--- src/rtl/pwm_current_ctrl.sv ---
// Hysteretic current-mode PWM controller with min/max dwell limits.
// Optional overcurrent trip latch and FAULT state under `PWM_OCP_EN`.
module pwm_current_ctrl #(
  parameter int HYST    = 20,
  parameter int MIN_ON  = 8,
  parameter int MIN_OFF = 8,
  parameter int MAX_ON  = 4000,
  parameter int I_TRIP  = 2000
) (
  input  logic        clk,
  input  logic        reset,
  input  logic        enable,
  input  logic [11:0] i_target,
  input  logic [11:0] iest_coil,
  input  logic        fault_clr,
  output logic        pwm,
  output logic [1:0]  state,
  output logic        fault
);

  typedef enum logic [1:0] {
    IDLE  = 2'd0,
    OFF   = 2'd1,
    ON    = 2'd2,
    FAULT = 2'd3
  } state_t;

  localparam logic [15:0] MIN_ON_M1  = 16'(MIN_ON - 1);
  localparam logic [15:0] MIN_OFF_M1 = 16'(MIN_OFF - 1);
  localparam logic [15:0] MAX_ON_M1  = 16'(MAX_ON - 1);
  localparam logic signed [12:0] HYST_S = 13'(HYST);

  state_t      state_q, state_d;
  logic [15:0] dwell_q, dwell_d;
  logic        pwm_q, pwm_d;

  logic signed [11:0] i_meas;
  logic signed [12:0] i_meas_x, tgt_x, upper, lower;

  // Offset-binary code to signed: flip every bit except the MSB.
  assign i_meas   = signed'(iest_coil ^ 12'h7FF);
  assign i_meas_x = {i_meas[11], i_meas};
  assign tgt_x    = {i_target[11], i_target};
  assign upper    = tgt_x + HYST_S;
  assign lower    = tgt_x - HYST_S;

`ifdef PWM_OCP_EN
  localparam logic [12:0] I_TRIP_U = 13'(I_TRIP);
  logic [12:0] i_mag;
  logic        trip;
  logic        fault_q, fault_d;

  assign i_mag = i_meas_x[12] ? 13'(-i_meas_x) : 13'(i_meas_x);
  assign trip  = i_mag > I_TRIP_U;
`else
  logic unused_ok;
  assign unused_ok = fault_clr;
`endif

  always_comb begin
    state_d = state_q;
    case (state_q)
      IDLE: begin
        if (enable) state_d = OFF;
      end
      OFF: begin
        if (!enable)
          state_d = IDLE;
        else if (dwell_q >= MIN_OFF_M1 && i_meas_x < lower)
          state_d = ON;
      end
      ON: begin
        if (!enable)
          state_d = IDLE;
        else if (dwell_q == MAX_ON_M1)
          state_d = OFF;
        else if (dwell_q >= MIN_ON_M1 && i_meas_x >= upper)
          state_d = OFF;
      end
      default: begin
`ifdef PWM_OCP_EN
        if (fault_clr && !enable) state_d = IDLE;
`else
        state_d = IDLE;
`endif
      end
    endcase
`ifdef PWM_OCP_EN
    // Trip overrides every other exit, including max-on and enable drop.
    if (state_q != FAULT && trip) state_d = FAULT;
`endif
  end

  always_comb begin
    if (state_d != state_q)
      dwell_d = '0;
    else if (dwell_q == '1)
      dwell_d = dwell_q;
    else
      dwell_d = dwell_q + 16'd1;
    pwm_d = (state_d == ON);
  end

  always_ff @(posedge clk or posedge reset) begin
    if (reset) begin
      state_q <= IDLE;
      dwell_q <= '0;
      pwm_q   <= 1'b0;
    end else begin
      state_q <= state_d;
      dwell_q <= dwell_d;
      pwm_q   <= pwm_d;
    end
  end

`ifdef PWM_OCP_EN
  assign fault_d = (state_d == FAULT);

  always_ff @(posedge clk or posedge reset) begin
    if (reset) fault_q <= 1'b0;
    else       fault_q <= fault_d;
  end

  assign fault = fault_q;
`else
  assign fault = 1'b0;
`endif

  assign pwm   = pwm_q;
  assign state = state_q;

endmodule

--- config.mk ---
export PLATFORM = sky130hd
export DESIGN_NAME = pwm_current_ctrl
export DESIGN_NICKNAME = d
export VERILOG_FILES = /design/src/rtl/pwm_current_ctrl.sv
export SDC_FILE = /design/constraint.sdc
export NUM_CORES = 1
export LEC_CHECK = 0
export ABC_AREA = 1
export CELL_PAD_IN_SITES_DETAIL_PLACEMENT = 1
export CELL_PAD_IN_SITES_GLOBAL_PLACEMENT = 2
export CORE_MARGIN = 8
export CORE_UTILIZATION = 30
export DETAILED_ROUTE_END_ITERATION = 10
export PLACE_DENSITY = 0.92
export SKIP_LAST_GASP = 1
export SYNTH_ARGS = -nofsm -noshare
export SYNTH_HDL_FRONTEND = slang
export SYNTH_SLANG_ARGS = --single-unit
--- constraint.sdc ---
create_clock -name clk -period 2.3 [get_ports clk]
set_input_delay 0.69 -clock clk [delete_from_list [all_inputs] [get_ports clk]]
set_output_delay 0.69 -clock clk [all_outputs]
set_load 0.03 [all_outputs]
==> run_summary.xml <==
<?xml version="1.0" encoding="UTF-8"?>
<metrics>
  <group name="clock_tree">
    <metric name="clock_tree_from_tritoncts" unit="">yes</metric>
    <metric name="cts_made_buffers" unit="">3</metric>
    <metric name="clock_tree.htree_level_count" unit="">1</metric>
    <metric name="clockBufferDepth" unit="">2</metric>
    <metric name="cts.root.buffer_cell" unit="">sky130_fd_sc_hd__clkbuf_8</metric>
    <metric name="clkSlewWorstSetupHoldPaths" unit="ns">0.07</metric>
    <metric name="insertion_delay" unit="ns">0.26</metric>
    <metric name="hold_fix_buffer_count_after_cts" unit="">0</metric>
    <metric name="clock_sink_count" unit="">19</metric>
  </group>
  <group name="pwr">
    <metric name="p_int" unit="uW">786</metric>
    <metric name="pwr-share-clk" unit="%">18.4</metric>
    <metric name="power.net_switching" unit="uW">483</metric>
    <metric name="sequentialPowerShare" unit="%">30.3</metric>
    <metric name="sw_ratio" unit="%">38.1</metric>
    <metric name="power_frac_comb" unit="%">51.3</metric>
    <metric name="vdd_drop_max" unit="uV">193</metric>
    <metric name="leakage" unit="uW">0.00161</metric>
    <metric name="p_per_area" unit="nW/um2">395</metric>
  </group>
  <group name="hold_path">
    <metric name="hold_start" unit="">dwell_q[0]</metric>
    <metric name="holdPathStages" unit="">3</metric>
    <metric name="min_delay_worst_endpoint" unit="">dwell_q[0]</metric>
    <metric name="class_of_the_tightest_hold_or_removal_check" unit="">flip-flop to flip-flop</metric>
  </group>
  <group name="critical_path">
    <metric name="crit-reg2reg-launch" unit="">dwell_q[0]</metric>
    <metric name="critical_path_required" unit="ns">2.44</metric>
    <metric name="timing.reg2reg.worst_path_depth" unit="">12</metric>
    <metric name="cp_max_fo" unit="">7</metric>
    <metric name="cp-end-kind" unit="">flip-flop</metric>
    <metric name="cp.arrival" unit="ns">3.46</metric>
    <metric name="reg2reg_slack" unit="ns">0.18</metric>
    <metric name="timing.rr.end" unit="">dwell_q[14]</metric>
    <metric name="crit_path_start_kind" unit="">input port</metric>
    <metric name="critical_path_class" unit="">input port to flip-flop</metric>
  </group>
  <group name="detailed_routing">
    <metric name="drt_first_pass_iters" unit="">4</metric>
    <metric name="drtAntennaViolNets" unit="">0</metric>
    <metric name="dr_total_vias" unit="">2182</metric>
    <metric name="drt-vias-per-instance" unit="">4.76</metric>
    <metric name="avgRoutedWirePerCell" unit="um">14.1</metric>
    <metric name="drt_first_iter_violations" unit="">51</metric>
    <metric name="drcViolationCount" unit="">0</metric>
    <metric name="finalWirelength" unit="mm">6.46</metric>
  </group>
  <group name="finish">
    <metric name="mostFrequentLayoutCells" unit="">sky130_fd_sc_hd__inv_1 (55), sky130_fd_sc_hd__nand2_1 (52), sky130_fd_sc_hd__buf_4 (40), sky130_fd_sc_hd__ha_1 (25), sky130_fd_sc_hd__clkdlybuf4s50_1 (24)</metric>
    <metric name="postLayoutCoreUtil" unit="%">47.6</metric>
    <metric name="antenna_cells" unit="">0</metric>
    <metric name="final_common_cell" unit="">sky130_fd_sc_hd__inv_1</metric>
    <metric name="fill_cell_count" unit="">852</metric>
    <metric name="area_of_combinational_cells_with_multiple_inputs" unit="um2">1630</metric>
    <metric name="flow.area_growth_from_synthesis" unit="%">53.8</metric>
    <metric name="nets" unit="">433</metric>
    <metric name="layout.area.seq" unit="um2">475</metric>
    <metric name="fraction_of_layout_cells_with_a_size_suffix_above_1" unit="%">32.5</metric>
    <metric name="layout.cells.non_filler" unit="">458</metric>
  </group>
  <group name="outcome">
    <metric name="outcome" unit="">complete, but fails checks</metric>
    <metric name="failing_checks" unit="">negative setup slack</metric>
  </group>
  <group name="logic_synthesis">
    <metric name="synth.lib_cells_used.distinct" unit="">30</metric>
    <metric name="synth_area_per_cell" unit="um2">6.97</metric>
    <metric name="netlist_instances" unit="">300</metric>
    <metric name="synthesis.yosys.warnings" unit="">0</metric>
    <metric name="synth-seq-area-share" unit="%">22.7</metric>
    <metric name="synth.ff_latch_count" unit="">19</metric>
    <metric name="mappedNetlistNets" unit="">354</metric>
    <metric name="combined_area_of_all_synthesized_cells" unit="um2">2090</metric>
  </group>
  <group name="die">
    <metric name="num_io_pins" unit="">32</metric>
    <metric name="core" unit="um2">6760</metric>
    <metric name="die_w" unit="um">99.5</metric>
    <metric name="die_area" unit="um2">9900</metric>
    <metric name="initial_standard_cell_utilization_of_the_core" unit="%">30.9</metric>
    <metric name="placement_rows" unit="">30</metric>
    <metric name="floorplan.die.height" unit="um">99.5</metric>
  </group>
  <group name="global_routing">
    <metric name="initial_antenna_violation_count" unit="">0</metric>
    <metric name="via_count_of_the_first_global_routing_pass" unit="">2384</metric>
    <metric name="grt_max_degree" unit="">20</metric>
    <metric name="globalRouteTotalUtil" unit="%">13.5</metric>
    <metric name="gr_ovfl_total" unit="">0</metric>
    <metric name="first_pass_grt_wire_length" unit="mm">11.0</metric>
  </group>
  <group name="timing">
    <metric name="finalHoldViolCount" unit="">0</metric>
    <metric name="timing.final.ws_setup" unit="ns">-1.02</metric>
    <metric name="setup_repair_after_global_routing_missed_its_margin" unit="">yes</metric>
    <metric name="fmax" unit="MHz">301</metric>
    <metric name="finalCritPeriodShare" unit="%">144</metric>
    <metric name="finalClockSkew" unit="ns">0.00504</metric>
    <metric name="timing.final.crit_period" unit="ns">3.32</metric>
    <metric name="timing.final.setup_violations" unit="">19</metric>
    <metric name="slew_viol_final" unit="">0</metric>
  </group>
  <group name="place">
    <metric name="dpl_worst_slack" unit="ns">-1.75</metric>
    <metric name="gp_routability_congestion" unit="">0.801</metric>
    <metric name="placed_instance_count" unit="">440</metric>
    <metric name="place.port_buffers" unit="">29</metric>
    <metric name="place_hpwl" unit="mm">5.09</metric>
  </group>
  <group name="run">
    <metric name="cap_violations" unit="">0</metric>
  </group>
</metrics>
-- repair_timing --
item                                   in CTS  in global routing
resized for setup                          48                 20
gates cloned                                1                  0
buffers inserted                            9                  4
setup endpoints to repair                  19                 19
pin swaps                                  26                 24
endpoints found under the hold margin       0                  0
-- critical path: stages --
cell and delay (ns):
sky130_fd_sc_hd__buf_6 0.10, sky130_fd_sc_hd__buf_12 0.12, sky130_fd_sc_hd__inv_16 0.05, sky130_fd_sc_hd__buf_6 0.09, sky130_fd_sc_hd__ha_4 0.13, sky130_fd_sc_hd__or2_4 0.13
sky130_fd_sc_hd__nand2_4 0.06, sky130_fd_sc_hd__nor3_4 0.21, sky130_fd_sc_hd__nand2_2 0.10, sky130_fd_sc_hd__nor2_4 0.14, sky130_fd_sc_hd__xor2_1 0.16, sky130_fd_sc_hd__ha_1 0.27
sky130_fd_sc_hd__nand2_1 0.07, sky130_fd_sc_hd__nand2_1 0.07, sky130_fd_sc_hd__nand2_2 0.07, sky130_fd_sc_hd__nand2_2 0.06, sky130_fd_sc_hd__a21oi_4 0.14, sky130_fd_sc_hd__nand2_1 0.08
sky130_fd_sc_hd__nand2_2 0.09, sky130_fd_sc_hd__nand3_4 0.08, sky130_fd_sc_hd__a31oi_4 0.17, sky130_fd_sc_hd__nor2_4 0.05, sky130_fd_sc_hd__nand2_4 0.12, sky130_fd_sc_hd__buf_12 0.16
sky130_fd_sc_hd__nor2_4 0.03
-- cells in the mapped netlist --
library cell / instances / area [um2]
sky130_fd_sc_hd__or2_2: 1 / 6.26
sky130_fd_sc_hd__buf_12: 1 / 20.0
sky130_fd_sc_hd__nand4_2: 1 / 12.5
sky130_fd_sc_hd__nor2_2: 9 / 56.3
sky130_fd_sc_hd__or3_1: 1 / 6.26
sky130_fd_sc_hd__ha_1: 26 / 325
sky130_fd_sc_hd__nor3_1: 8 / 40.0
sky130_fd_sc_hd__o21ai_0: 6 / 30.0
sky130_fd_sc_hd__and3_1: 1 / 6.26
sky130_fd_sc_hd__buf_4: 1 / 7.51
sky130_fd_sc_hd__nand4_1: 3 / 18.8
sky130_fd_sc_hd__a21o_1: 1 / 7.51
sky130_fd_sc_hd__o22ai_1: 1 / 6.26
sky130_fd_sc_hd__xnor2_1: 2 / 17.5
sky130_fd_sc_hd__nand2_1: 64 / 240
sky130_fd_sc_hd__mux2i_1: 1 / 10.0
sky130_fd_sc_hd__inv_1: 59 / 221
sky130_fd_sc_hd__nand3_1: 24 / 120
sky130_fd_sc_hd__conb_1: 1 / 3.75
sky130_fd_sc_hd__xor2_1: 21 / 184
sky130_fd_sc_hd__nor2_4: 4 / 45.0
sky130_fd_sc_hd__nand2_2: 3 / 18.8
sky130_fd_sc_hd__nand2_4: 1 / 11.3
sky130_fd_sc_hd__dfrtp_1: 19 / 475
sky130_fd_sc_hd__nand3_2: 3 / 30.0
sky130_fd_sc_hd__a21oi_1: 11 / 55.1
sky130_fd_sc_hd__a31oi_1: 1 / 6.26
sky130_fd_sc_hd__nor4_1: 2 / 12.5
sky130_fd_sc_hd__nor2_1: 23 / 86.3
sky130_fd_sc_hd__nor3_2: 1 / 10.0
-- worst max-delay path by stage --
stage	start	end	cells past startpoint
global route	i_target[3]	dwell_q[9]	25
global placement	i_target[3]	dwell_q[2]	20
CTS	i_target[2]	dwell_q[9]	22
floorplan	i_target[3]	dwell_q[6]	19
detailed placement	i_target[3]	dwell_q[14]	20
finish	i_target[3]	dwell_q[9]	25
-- metrics by stage --
step                power (uW)  cell area, um2  hold WS [ns]  TNS [ns]
floorplan                  689            2200         0.514    -10.50
global placement           847            2820         0.533    -29.73
detailed placement         876            2820         0.573    -31.16
CTS                       1260            3120         0.618    -18.82
global route              1360            3220         0.647    -21.28
finish                    1270            3220         0.603    -18.19
-- registers in the layout (all words and copies together), names as in the netlist --
signal / cells
dwell_q: 16
state: 2
pwm: 1
-- layer usage --
metal  track usage [%]  up-vias  share of wire [%]
met1              15.7     1044                 43
met4              2.44        0                1.4
li1                  -     1097                  -
met3              1.61        8                2.6
met2              25.7       33                 53
met5                 0        -                  0
-- power by group through the flow --
| stage | clock (uW) | sequential [uW] | combinational [uW] |
|---|---|---|---|
| 6_report | 233 | 385 | 651 |
| 5_1_grt | 253 | 390 | 716 |
| 4_1_cts | 245 | 386 | 629 |
| 3_5_place_dp | 0 | 392 | 483 |
| 3_3_place_gp | 0 | 389 | 458 |
| 2_1_floorplan | 0 | 396 | 293 |
-- cell families after synthesis --
| family | count (synthesis) | share of synthesized area [%] |
|---|---|---|
| buf+inv | 61 | 11.9 |
| other cells | 1 | 0.179 |
| flops | 19 | 22.7 |
| simple gates | 149 | 34.5 |
| mux | 1 | 0.479 |
| fa+ha+maj | 26 | 15.6 |
| compound gates | 20 | 5.03 |
| xor+xnor | 23 | 9.64 |
-- layout make-up --
class	instances	share of cell area [%]
clock buffers	3	1.28
clock inverters	1	0.156
inverters	59	7.94
multi-input cells	220	50.7
flip-flops and latches	19	14.8
well taps	80	3.11
repair buffers	76	22.0
No activity file was read; power rests on OpenSTA's default activity.
